[src/rtl/check_dumper.sv]
// Purpose: walks check_addr over [FIRST_ADDR, LAST_ADDR] and streams each captured word as "AA:DDDDDDDD\r\n" ASCII.
// Latency: 1 capture cycle + 13 byte cycles per entry; done pulses at cycle 1+14*N after start with tx_ready held high.
// Backpressure: tx_data/tx_valid hold while tx_ready is low; start is ignored while busy or in DONE.
module check_dumper #(
  parameter logic [7:0] FIRST_ADDR = 8'h01,
  parameter logic [7:0] LAST_ADDR  = 8'h14
) (
  input  logic        clk,
  input  logic        rstn,
  input  logic        start,
  output logic [31:0] check_addr,
  input  logic [31:0] check_data,
  output logic [7:0]  tx_data,
  output logic        tx_valid,
  input  logic        tx_ready,
  output logic        busy,
  output logic        done
);

  typedef enum logic [1:0] {
    IDLE    = 2'd0,
    CAPTURE = 2'd1,
    SEND    = 2'd2,
    DONE    = 2'd3
  } state_t;

  // Index of the last byte of an entry (LF).
  localparam logic [3:0] LAST_IDX = 4'd12;

  state_t      state_q, state_d;
  logic [7:0]  addr_q,  addr_d;
  logic [31:0] data_q,  data_d;
  logic [3:0]  idx_q,   idx_d;

  // Uppercase ASCII hex digit for one nibble.
  function automatic logic [7:0] hex_char(input logic [3:0] n);
    if (n < 4'd10) return 8'h30 + {4'h0, n};
    else           return 8'h37 + {4'h0, n};
  endfunction

  // State, address, captured word and byte index registers.
  always_ff @(posedge clk) begin
    if (!rstn) begin
      state_q <= IDLE;
      addr_q  <= 8'h00;
      data_q  <= 32'h0;
      idx_q   <= 4'd0;
    end else begin
      state_q <= state_d;
      addr_q  <= addr_d;
      data_q  <= data_d;
      idx_q   <= idx_d;
    end
  end

  // Next-state: capture once per entry, then advance through the 13 bytes on each handshake.
  always_comb begin
    state_d = state_q;
    addr_d  = addr_q;
    data_d  = data_q;
    idx_d   = idx_q;
    case (state_q)
      IDLE: begin
        if (start) begin
          addr_d  = FIRST_ADDR;
          state_d = CAPTURE;
        end
      end
      CAPTURE: begin
        // check_addr has been stable for the whole cycle, so the selector output is settled here.
        data_d  = check_data;
        idx_d   = 4'd0;
        state_d = SEND;
      end
      SEND: begin
        if (tx_ready) begin
          if (idx_q != LAST_IDX) begin
            idx_d = idx_q + 4'd1;
          end else if (addr_q == LAST_ADDR) begin
            state_d = DONE;
          end else begin
            addr_d  = addr_q + 8'd1;
            state_d = CAPTURE;
          end
        end
      end
      DONE: begin
        state_d = IDLE;
      end
      default: begin
        state_d = IDLE;
      end
    endcase
  end

  // Byte decode from registered address/data/index only; zero outside SEND.
  always_comb begin
    tx_data = 8'h00;
    if (state_q == SEND) begin
      case (idx_q)
        4'd0:    tx_data = hex_char(addr_q[7:4]);
        4'd1:    tx_data = hex_char(addr_q[3:0]);
        4'd2:    tx_data = 8'h3A;
        4'd3:    tx_data = hex_char(data_q[31:28]);
        4'd4:    tx_data = hex_char(data_q[27:24]);
        4'd5:    tx_data = hex_char(data_q[23:20]);
        4'd6:    tx_data = hex_char(data_q[19:16]);
        4'd7:    tx_data = hex_char(data_q[15:12]);
        4'd8:    tx_data = hex_char(data_q[11:8]);
        4'd9:    tx_data = hex_char(data_q[7:4]);
        4'd10:   tx_data = hex_char(data_q[3:0]);
        4'd11:   tx_data = 8'h0D;
        4'd12:   tx_data = 8'h0A;
        default: tx_data = 8'h00;
      endcase
    end
  end

  assign check_addr = {24'h0, addr_q};
  assign tx_valid   = (state_q == SEND);
  assign busy       = (state_q == CAPTURE) || (state_q == SEND);
  assign done       = (state_q == DONE);

endmodule
[config.mk]
export PLATFORM = sky130hd
export DESIGN_NAME = check_dumper
export DESIGN_NICKNAME = d
export VERILOG_FILES = /design/src/rtl/check_dumper.sv
export SDC_FILE = /design/constraint.sdc
export NUM_CORES = 1
export LEC_CHECK = 0
export BUFFER_PORTS_ARGS = -buffer_cell sky130_fd_sc_hd__clkbuf_2
export CORE_AREA = 2 2 75 106
export DETAILED_ROUTE_END_ITERATION = 16
export DIE_AREA = 0 0 77 108
export HOLD_SLACK_MARGIN = 0.02
export PLACE_DENSITY = 0.74
export SLEW_MARGIN = 15
export SYNTH_ARGS = -nofsm -noshare
export SYNTH_HDL_FRONTEND = slang
export SYNTH_SLANG_ARGS = --single-unit
[constraint.sdc]
create_clock -name clk -period 2.02 [get_ports clk]
set_input_delay 0 -clock clk [delete_from_list [all_inputs] [get_ports clk]]
set_output_delay 0 -clock clk [all_outputs]
set_load 0.05 [all_outputs]
* Word level (Yosys, flattened, before mapping) *
Index checks and enable logic that the tools add are counted.

word-level totals
  flip-flop bits (word level) = 46
  input bits = 36
  output and inout port bits = 43
  word-level logic and storage cells = 91

operators by class
  $add $sub $neg = 22
  $lt $le $gt $ge = 10
  eq/ne operators = 22
  multiplexer cells = 25
  reduce and logical (&&, ||, !) cells = 8

operators by type and width
  operator                                                                  number
  6-bit by 4-bit adder with 7-bit output (first input constant)             20
  8-bit case mux with 13 select lines                                       1
  7-bit 2-to-1 mux                                                          10
  4-bit less-than comparator (second input constant)                        10
  8-bit 2-to-1 mux                                                          5
  4-bit == test (second input constant)                                     5
  4-bit by 3-bit == test with 1-bit output (second input constant)          4
  8-bit case mux with 2 select lines                                        1
  8-bit by 1-bit adder with 8-bit output (second input constant)            1
  4-bit by 2-bit == test with 1-bit output (second input constant)          2
  8-bit by 5-bit == test with 1-bit output (second input constant)          1
  2-bit 2-to-1 mux                                                          4
  4-bit 2-to-1 mux                                                          2
  2-bit case mux with 4 select lines                                        1
  4-bit case mux with 2 select lines                                        1
  2-bit inequality test (second input constant)                             3
  3-bit AND reduction                                                       2
  5-bit AND reduction                                                       1
  4-bit by 1-bit adder with 4-bit output (second input constant)            1
  2-bit == test (second input constant)                                     2
  4-bit by 1-bit == test with 1-bit output (second input constant)          1
  4-bit logical NOT                                                         1
  2-bit by 1-bit inequality test with 1-bit output (second input constant)  2
  4-bit inequality test (second input constant)                             1
  4 further kinds                                                           5

* Depth between registers and ports, before layout *
Gate-level depths: netlist of run 1.

  depth after elaboration = 5
  gate-level depth with buffers = 8
  gate-level depth less buffers = 7

* Least setup slack after synthesis of run 1 *
OpenSTA, ideal clock, no wires.

  path type = reg2out
  from = register addr_q[5]
  to = output port tx_data[2]
  arrival = 2.501 ns
  data required time = 2.020 ns
  setup slack = -0.481 ns
  stages on the path, launching flop included = 7
  path buffers = 0
  cell sequence = dfxtp_1 -> inv_1 -> ha_1 -> nand2_1 -> a211oi_1 -> or4_1 -> a31oi_1

between the ends
  word-level cells in the longest chain between the ends = 4
  elaborated cells between the ends (all ways) = 6
  classes of those cells = add/sub: 2; order compare: 1; mux: 3

ends and longest elaborated chain
  what                                                            line  source
  start: declaration                                              31    logic [7:0] addr_q, addr_d;
  start signal: assignment                                        50    addr_q <= addr_d;
  6-bit by 4-bit adder with 7-bit output (tied with other cells)  38    else return 8'h37 + {4'h0, n};
  7-bit 2-to-1 mux (*)                                            37    if (n < 4'd10) return 8'h30 + {4'h0, n};
  8-bit case mux with 13 select lines (*)                         100   case (idx_q)
  8-bit 2-to-1 mux (*)                                            99    if (state_q == SEND) begin
  end: declaration                                                13    output logic [7:0] tx_data,

Mark *: on every way between the ends. The rest lies on a longest branch, timed or not.

* Final worst setup path of run 1 *
  from = register data_q[8]
  to = output port tx_data[2]

between the ends
  word-level cells in the longest chain between the ends = 4
  elaborated cells between the ends (all ways) = 6
  classes of those cells = add/sub: 2; order compare: 1; mux: 3

ends and longest elaborated chain
  what                                                            line  source
  start: declaration                                              32    logic [31:0] data_q, data_d;
  start signal: assignment                                        51    data_q <= data_d;
  6-bit by 4-bit adder with 7-bit output (tied with other cells)  38
  7-bit 2-to-1 mux (*)                                            37
  8-bit case mux with 13 select lines (*)                         100
  8-bit 2-to-1 mux (*)                                            99

Marked as above.

==> impl_metrics.yaml, run 1 <==
status:
  status: "finished with violations"
  violations: "setup timing"
sta:
  rsz0062_at_grt: "yes"
  fin_ws_ps: -58.8
  maxSlewHeadroom_pct: 53.8
  fmax_mhz: 481
  fin_skew_ps: 1.84
  fin_crit_ps: 2080
  fin_crit_sh_pct: 103
  final-max-slew-violation-count: 0
  hold_violations: 0
  setup_viol: 1
  timing.hold.ws_ps: 132
  tightest_slew_ps: 693
synth:
  synthCells: 451
  ys.flop_type: "dfxtp_1"
  synth-edff-count: 0
  synth_area_per_cell_um2: 8.00
  synth_seq_area_share_pct: 25.5
  yosysUniqueCellTypes: 54
  synthDominantCellAreaShare_pct: 25.5
  synth.cell_area_mm2: 0.00361
  async_flop_share_pct: 0
  ys_ff_latch: 46
  yosys_warnings: 0
  yosys-top-cells-area: "dfxtp_1 (26%), mux2i_1 (9.4%), nor2b_1 (8.2%)"
  post-synth-top-area-cell: "dfxtp_1"
clock_network:
  cts_inserted_buffers: 5
  root_buffer: "clkbuf_8"
  clkTransAtPathRegs_ps: 80
  clock-sinks: 46
  ctsHtreeMaxLevel: 2
  cts_buffer_depth: 2
  clk_latency_ps: 300
  cts_tree: "yes"
cells_and_area:
  final_cell_mix: "buf_4 (54), nor2b_1 (46), clkbuf_2 (46)"
  fin_util_pct: 70.8
  design_area_mm2: 0.00518
  final_common_cell: "buf_4"
  diodes: 0
  fin_nets: 634
  drive_gt1_share_pct: 36.5
  areaGrowthSynthToFinish_pct: 43.7
  layout.cells.non_filler: 672
power_and_ir_drop:
  seq_power_share_pct: 36.3
  combPwrFrac_pct: 47.1
  cellPowerDensity_mw_per_mm2: 662
  leakage_nw: 1.96
  p_int_mw: 2.01
  ir_worst_vdd_v: 0.000522
  clockPowerShare_pct: 16.6
  power.switching_mw: 1.42
  swShare_pct: 41.3
drt:
  wire_per_inst_um: 16.4
  routed_wl_um: 11000
  vias_per_cell: 5.50
  drt.antenna.violating_nets: 0
  drtIter0Drc: 165
  drc: 0
  firstDrtPassIters: 5
  vias: 3697
place:
  post-dp-hpwl_um: 7800
  place_inst: 619
  gp_congestion: 0.988
  placed_area_mm2: 0.00427
  port_buffers: 53
global_route:
  grt_pass1_vias: 3512
  grt_first_pass_wirelength_um: 17000
  antenna_found_initial: 0
  grt_overflow: 0
  grt_max_degree: 42
  grt_usage_pct: 25.9
critical_path:
  crit_required_ps: 2020
  end_kind: "output pin"
  crit_fanout: 2
  arrival_ps: 2080
  critPathKind: "reg2out"
  crit_path_start_kind: "register"
floorplanning:
  ios: 79
  fp.dieW_um: 77
  fp-row-count: 37
  core_area_mm2: 0.00731
  dieHeight_um: 108
  dieArea_mm2: 0.00832
  start_util_pct: 49.3
hold_path:
  hold_class: "in2reg"
job:
  cap_violations: 0
through the flow:
stage	power (mW)	TNS (ps)	setup slack [ps]
4_1_cts	3.31	-164	-55.7
3_5_place_dp	2.62	-52.5	-52.5
6_report	3.43	-58.8	-58.8
3_3_place_gp	2.57	-33.0	-33.0
5_1_grt	3.63	-184	-123
2_1_floorplan	2.27	-5.61	-5.61
critical path, stage by stage (launching register included):
cell and delay, ps:
dfxtp_2 350, inv_1 100, ha_4 150, nand2_2 60, nor3_2 140, a211oi_2 70, or4_4 510, a31oi_4 240
buf_12 160
cell usage after synthesis, types with 4 or more instances:
master,instances
a211oi_1,11
a21oi_1,24
a31oi_1,9
and3_1,4
and4b_1,7
buf_2,8
buf_4,26
clkbuf_1,12
dfxtp_1,46
ha_1,22
inv_1,27
mux2i_1,34
nand2_1,36
nand3_1,12
nor2_1,13
nor2b_1,47
nor3_1,4
nor4_1,5
nor4b_1,5
o21ai_0,28
o22ai_1,11
xnor2_1,15
state kept, by name, summed over array words and instances, names as in the netlist:
| signal | count |
|---|---|
| addr_q | 8 |
| data_q | 32 |
| idx_q | 4 |
| state_q | 2 |
kinds of logic (layout without fill, tap and decap cells):
kind of cell               count (synthesis)  count (layout)  synth area share, %
muxes                                     34              34                 9.44
DFF                                       46              46                 25.5
and+or+nand+nor                          151             151                 24.2
xor gates and xnor gates                  16              16                 3.89
other                                      1              25                0.104
AOI/OAI and AO/OA                        107             107                 18.6
buffers and inverters                     74             174                 10.7
adders and majority gates                 22              22                 7.63
path summary, 6_finish.rpt:
path	from	endpoint	slack, ps	depth (start not counted)
worst min register to register	addr_q[1]	addr_q[1]	510	2
worst min-delay path	tx_ready	idx_q[1]	130	4
worst max-delay path	data_q[8]	tx_data[2]	-60	8
worst max register to register	state_q[0]	addr_q[2]	180	8
metal layers:
metal  vias to the layer above  global-route usage (%)  wire length [µm]
met5                         -                       0                 0
li1                       1796                       -                 -
met2                       117                    50.0              5880
met4                         0                    12.1               466
met3                        35                    3.67               464
met1                      1749                    27.5              4210
power by group through the flow:
| stage | registers (mW) | clock network [mW] | logic, mW |
|---|---|---|---|
| after global placement | 1.23 | 0 | 1.34 |
| after detailed placement | 1.24 | 0 | 1.38 |
| after floorplan | 1.23 | 0 | 1.04 |
| after global routing | 1.27 | 0.612 | 1.74 |
| after CTS | 1.24 | 0.583 | 1.49 |
| final | 1.25 | 0.569 | 1.61 |
cell type report:
class | instances | area, µm²
clock buffers | 6 | 82.6
multi-input cells | 355 | 2790
fillers | 582 | 2130
well taps | 97 | 121
flip-flops and latches | 46 | 982
repair buffers | 140 | 1090
inverters | 28 | 110
repair_timing:
item,CTS,global route
gates cloned,0,0
setup endpoints to repair,7,7
resized for setup,70,60
hold buffers,32,0
pin swaps,6,18
hold endpoints to repair,32,0
buffers inserted,3,12
Note: power is estimated with default switching activity, not from simulation.
==> run 2, diff against run 1 <==
ABC_AREA = 1   (was default)
CORE_AREA = 2 2 76 107   (was 2 2 75 106)
DIE_AREA = 0 0 78 109   (was 0 0 77 108)
==> run 2 against run 1 <==
Against the previous run: the run now ends clean; register-to-register slack worse by 20 ps; synthesized area rose by 2.0%; wire length fell by 11%; core utilization fell by 11 points; clock skew up 9.1 ps; synthesized cell count rose by 36%; combinational power grew 44%; critical path type unchanged; largest power group unchanged.
==> impl_metrics.yaml, run 2 <==
status:
  status: "finished, final reports clean"
cells_and_area:
  fin_nets: 760
  final_common_cell: "nand2_1"
  drive_gt1_share_pct: 16.8
  largest_reg_flops: 32
  design_area_mm2: 0.00451
  final_cell_mix: "nand2_1 (159), inv_1 (70), nand3_1 (62)"
  largest_register: "data_q"
  areaGrowthSynthToFinish_pct: 22.7
  diodes: 0
  fin_util_pct: 59.3
  top_regs: "data_q x32, addr_q x8, idx_q x4"
synth:
  synthCells: 615
  synth_most_common_cell: "nand2_1"
  ys_ff_latch: 46
  synthDominantCellAreaShare_pct: 25.0
  synth.cell_area_mm2: 0.00368
  yosys-top-cells-area: "dfxtp_1 (25%), nand2_1 (16%), nand3_1 (9.0%)"
  ys.flop_type: "dfxtp_1"
  async_flop_share_pct: 0
  yosys_warnings: 0
  post-synth-top-area-cell: "dfxtp_1"
  synth-edff-count: 0
  yosysUniqueCellTypes: 31
  synth_common_cells: "nand2_1 (161), inv_1 (76), nand3_1 (66), nor2_1 (64), a21oi_1 (58)"
  synth_seq_area_share_pct: 25.0
  synth_area_per_cell_um2: 5.98
floorplanning:
  ios: 79
  fp.dieW_um: 78
  start_util_pct: 48.3
  dieArea_mm2: 0.00850
  core_area_mm2: 0.00761
  dieHeight_um: 109
  fp-row-count: 38
drt:
  vias_per_cell: 5.01
  routed_wl_um: 9780
  drt.antenna.violating_nets: 0
  drtIter0Drc: 249
  firstDrtPassIters: 4
  vias: 4020
  drc: 0
  wire_per_inst_um: 12.2
power_and_ir_drop:
  power_mw: 4.36
  ir_worst_vdd_v: 0.000593
  cellPowerDensity_mw_per_mm2: 965
  leakage_nw: 2.18
critical_path:
  crit_fanout: 5
  crit_required_ps: 2020
  ff2ff_path_depth: 10
  end_kind: "output pin"
  r2r-end: "addr_q[7]"
  r2r_slack_ps: 160
  crit_path_start_kind: "register"
  path_cells: "inv_2, ha_2, nand3_1, a21oi_1, nand2_1, nand2_1, nor2_1, nand3_1, nand2_1, inv_1, clkbuf_4"
  arrival_ps: 1920
  critPathKind: "reg2out"
  worst_path_dominant_cell_family: "simple AND/OR/NAND/NOR gates"
  crit_buf_inv: 3
  crit_path_max_incr_delay_ps: 340
  r2r_start: "state_q[0]"
  critPathSlowestCell: "dfxtp_2"
  cp_common_cell: "nand2_1"
place:
  post-dp-hpwl_um: 7670
  port_buffers: 53
  placed_area_mm2: 0.00400
  place_ws_ps: 176
  gp_congestion: 0.949
global_route:
  grt_usage_pct: 24.5
  grt_overflow: 0
  antenna_found_initial: 0
  grt_pass1_vias: 3850
  grt_max_degree: 65
  grt_first_pass_wirelength_um: 16800
hold_path:
  hold_class: "in2reg"
  hold_end: "data_q[0]"
  hold_start: "check_data[0]"
  hold_depth: 3
clock_network:
  clock-sinks: 46
  postCtsSetupBuffers: 0
  cts_buffer_depth: 2
  cts_tree: "yes"
  cts_inserted_buffers: 5
  clk_latency_ps: 310
  clkTransAtPathRegs_ps: 90
  ctsHtreeMaxLevel: 2
  root_buffer: "clkbuf_8"
sta:
  timing.hold.ws_ps: 69.1
  fin_crit_ps: 1920
  hold_violations: 0
  final-max-slew-violation-count: 0
  fin_ws_ps: 101
  fmax_mhz: 521
  setup_viol: 0
  rsz0062_at_grt: "yes"
  fin_skew_ps: 10.9
  fin_crit_sh_pct: 95.0
job:
  cap_violations: 0
[run 2: cell count changes in the layout (fill, tap and decap cells not counted), sizes merged, moves of 15 or more]
cell / before / now
o21ai: 30 / 53
xnor2: 15 / 0
nand3: 12 / 67
mux2i: 34 / 0
nor2b: 47 / 0
nand2: 36 / 164
inv: 27 / 83
buf: 60 / 16
a21oi: 25 / 59
nor2: 13 / 67
[run 2: layout make-up]
type	count	area [µm²]
clock buffers	7	86.3
fillers	747	3090
clock inverters	1	5.00
well taps	100	125
flip-flops and latches	46	937
repair buffers	96	712
inverters	83	312
multi-input cells	470	2340
[run 2: cells by family (layout without fill, tap and decap cells)]
kind of cell / count (synthesis) / in the layout / share of synthesized area [%]
DFF: 46 / 46 / 25.0
AOI/OAI and AO/OA: 117 / 117 / 16.4
and+or+nand+nor: 304 / 304 / 35.0
other: 1 / 25 / 0.102
adders and majority gates: 22 / 22 / 7.49
xor gates and xnor gates: 2 / 2 / 0.476
buffers and inverters: 123 / 187 / 15.5
[run 2: how the worst max path moves through the flow]
stage	slack (ps)	cells after the start	end	start
floorplan	40	9	tx_data[6]	addr_q[5]
global placement	210	10	addr_q[6]	state_q[0]
detailed placement	180	10	addr_q[7]	state_q[0]
CTS	4	9	tx_data[6]	idx_q[1]
global route	-40	11	tx_data[2]	idx_q[2]
finish	100	11	tx_data[2]	idx_q[0]
[run 2: timing repair]
action,in CTS,in global routing
pin swaps,0,1
gates resized for setup,12,37
endpoints found under the hold margin,32,0
hold buffers,32,0
endpoints found under the setup margin,7,7
[run 2: worst min-delay path: stages]
cell and delay [ps]:
clkbuf_2 70, o21ai_0 140, a21oi_1 130
[run 2: per-stage QoR]
step           std cells  setup TNS (ps)
2_1_floorplan        639               0
3_3_place_gp         763               0
3_5_place_dp         763               0
4_1_cts              803               0
5_1_grt              803            -108
6_report             803               0
[run 2: per-layer routing]
layer	routed length, µm	GRT usage, %	part of all wire [%]
met1	3840	27.0	39
met2	5020	44.6	51
met5	0	0	0
met4	433	14.0	4.4
met3	483	3.81	4.9
[run 2: power by group]
part           switching (mW)  internal (mW)  total (mW)
Clock                   0.319          0.276       0.596
Sequential              0.245           1.19        1.44
Combinational            1.59          0.733        2.32
Total                    2.15           2.20        4.36
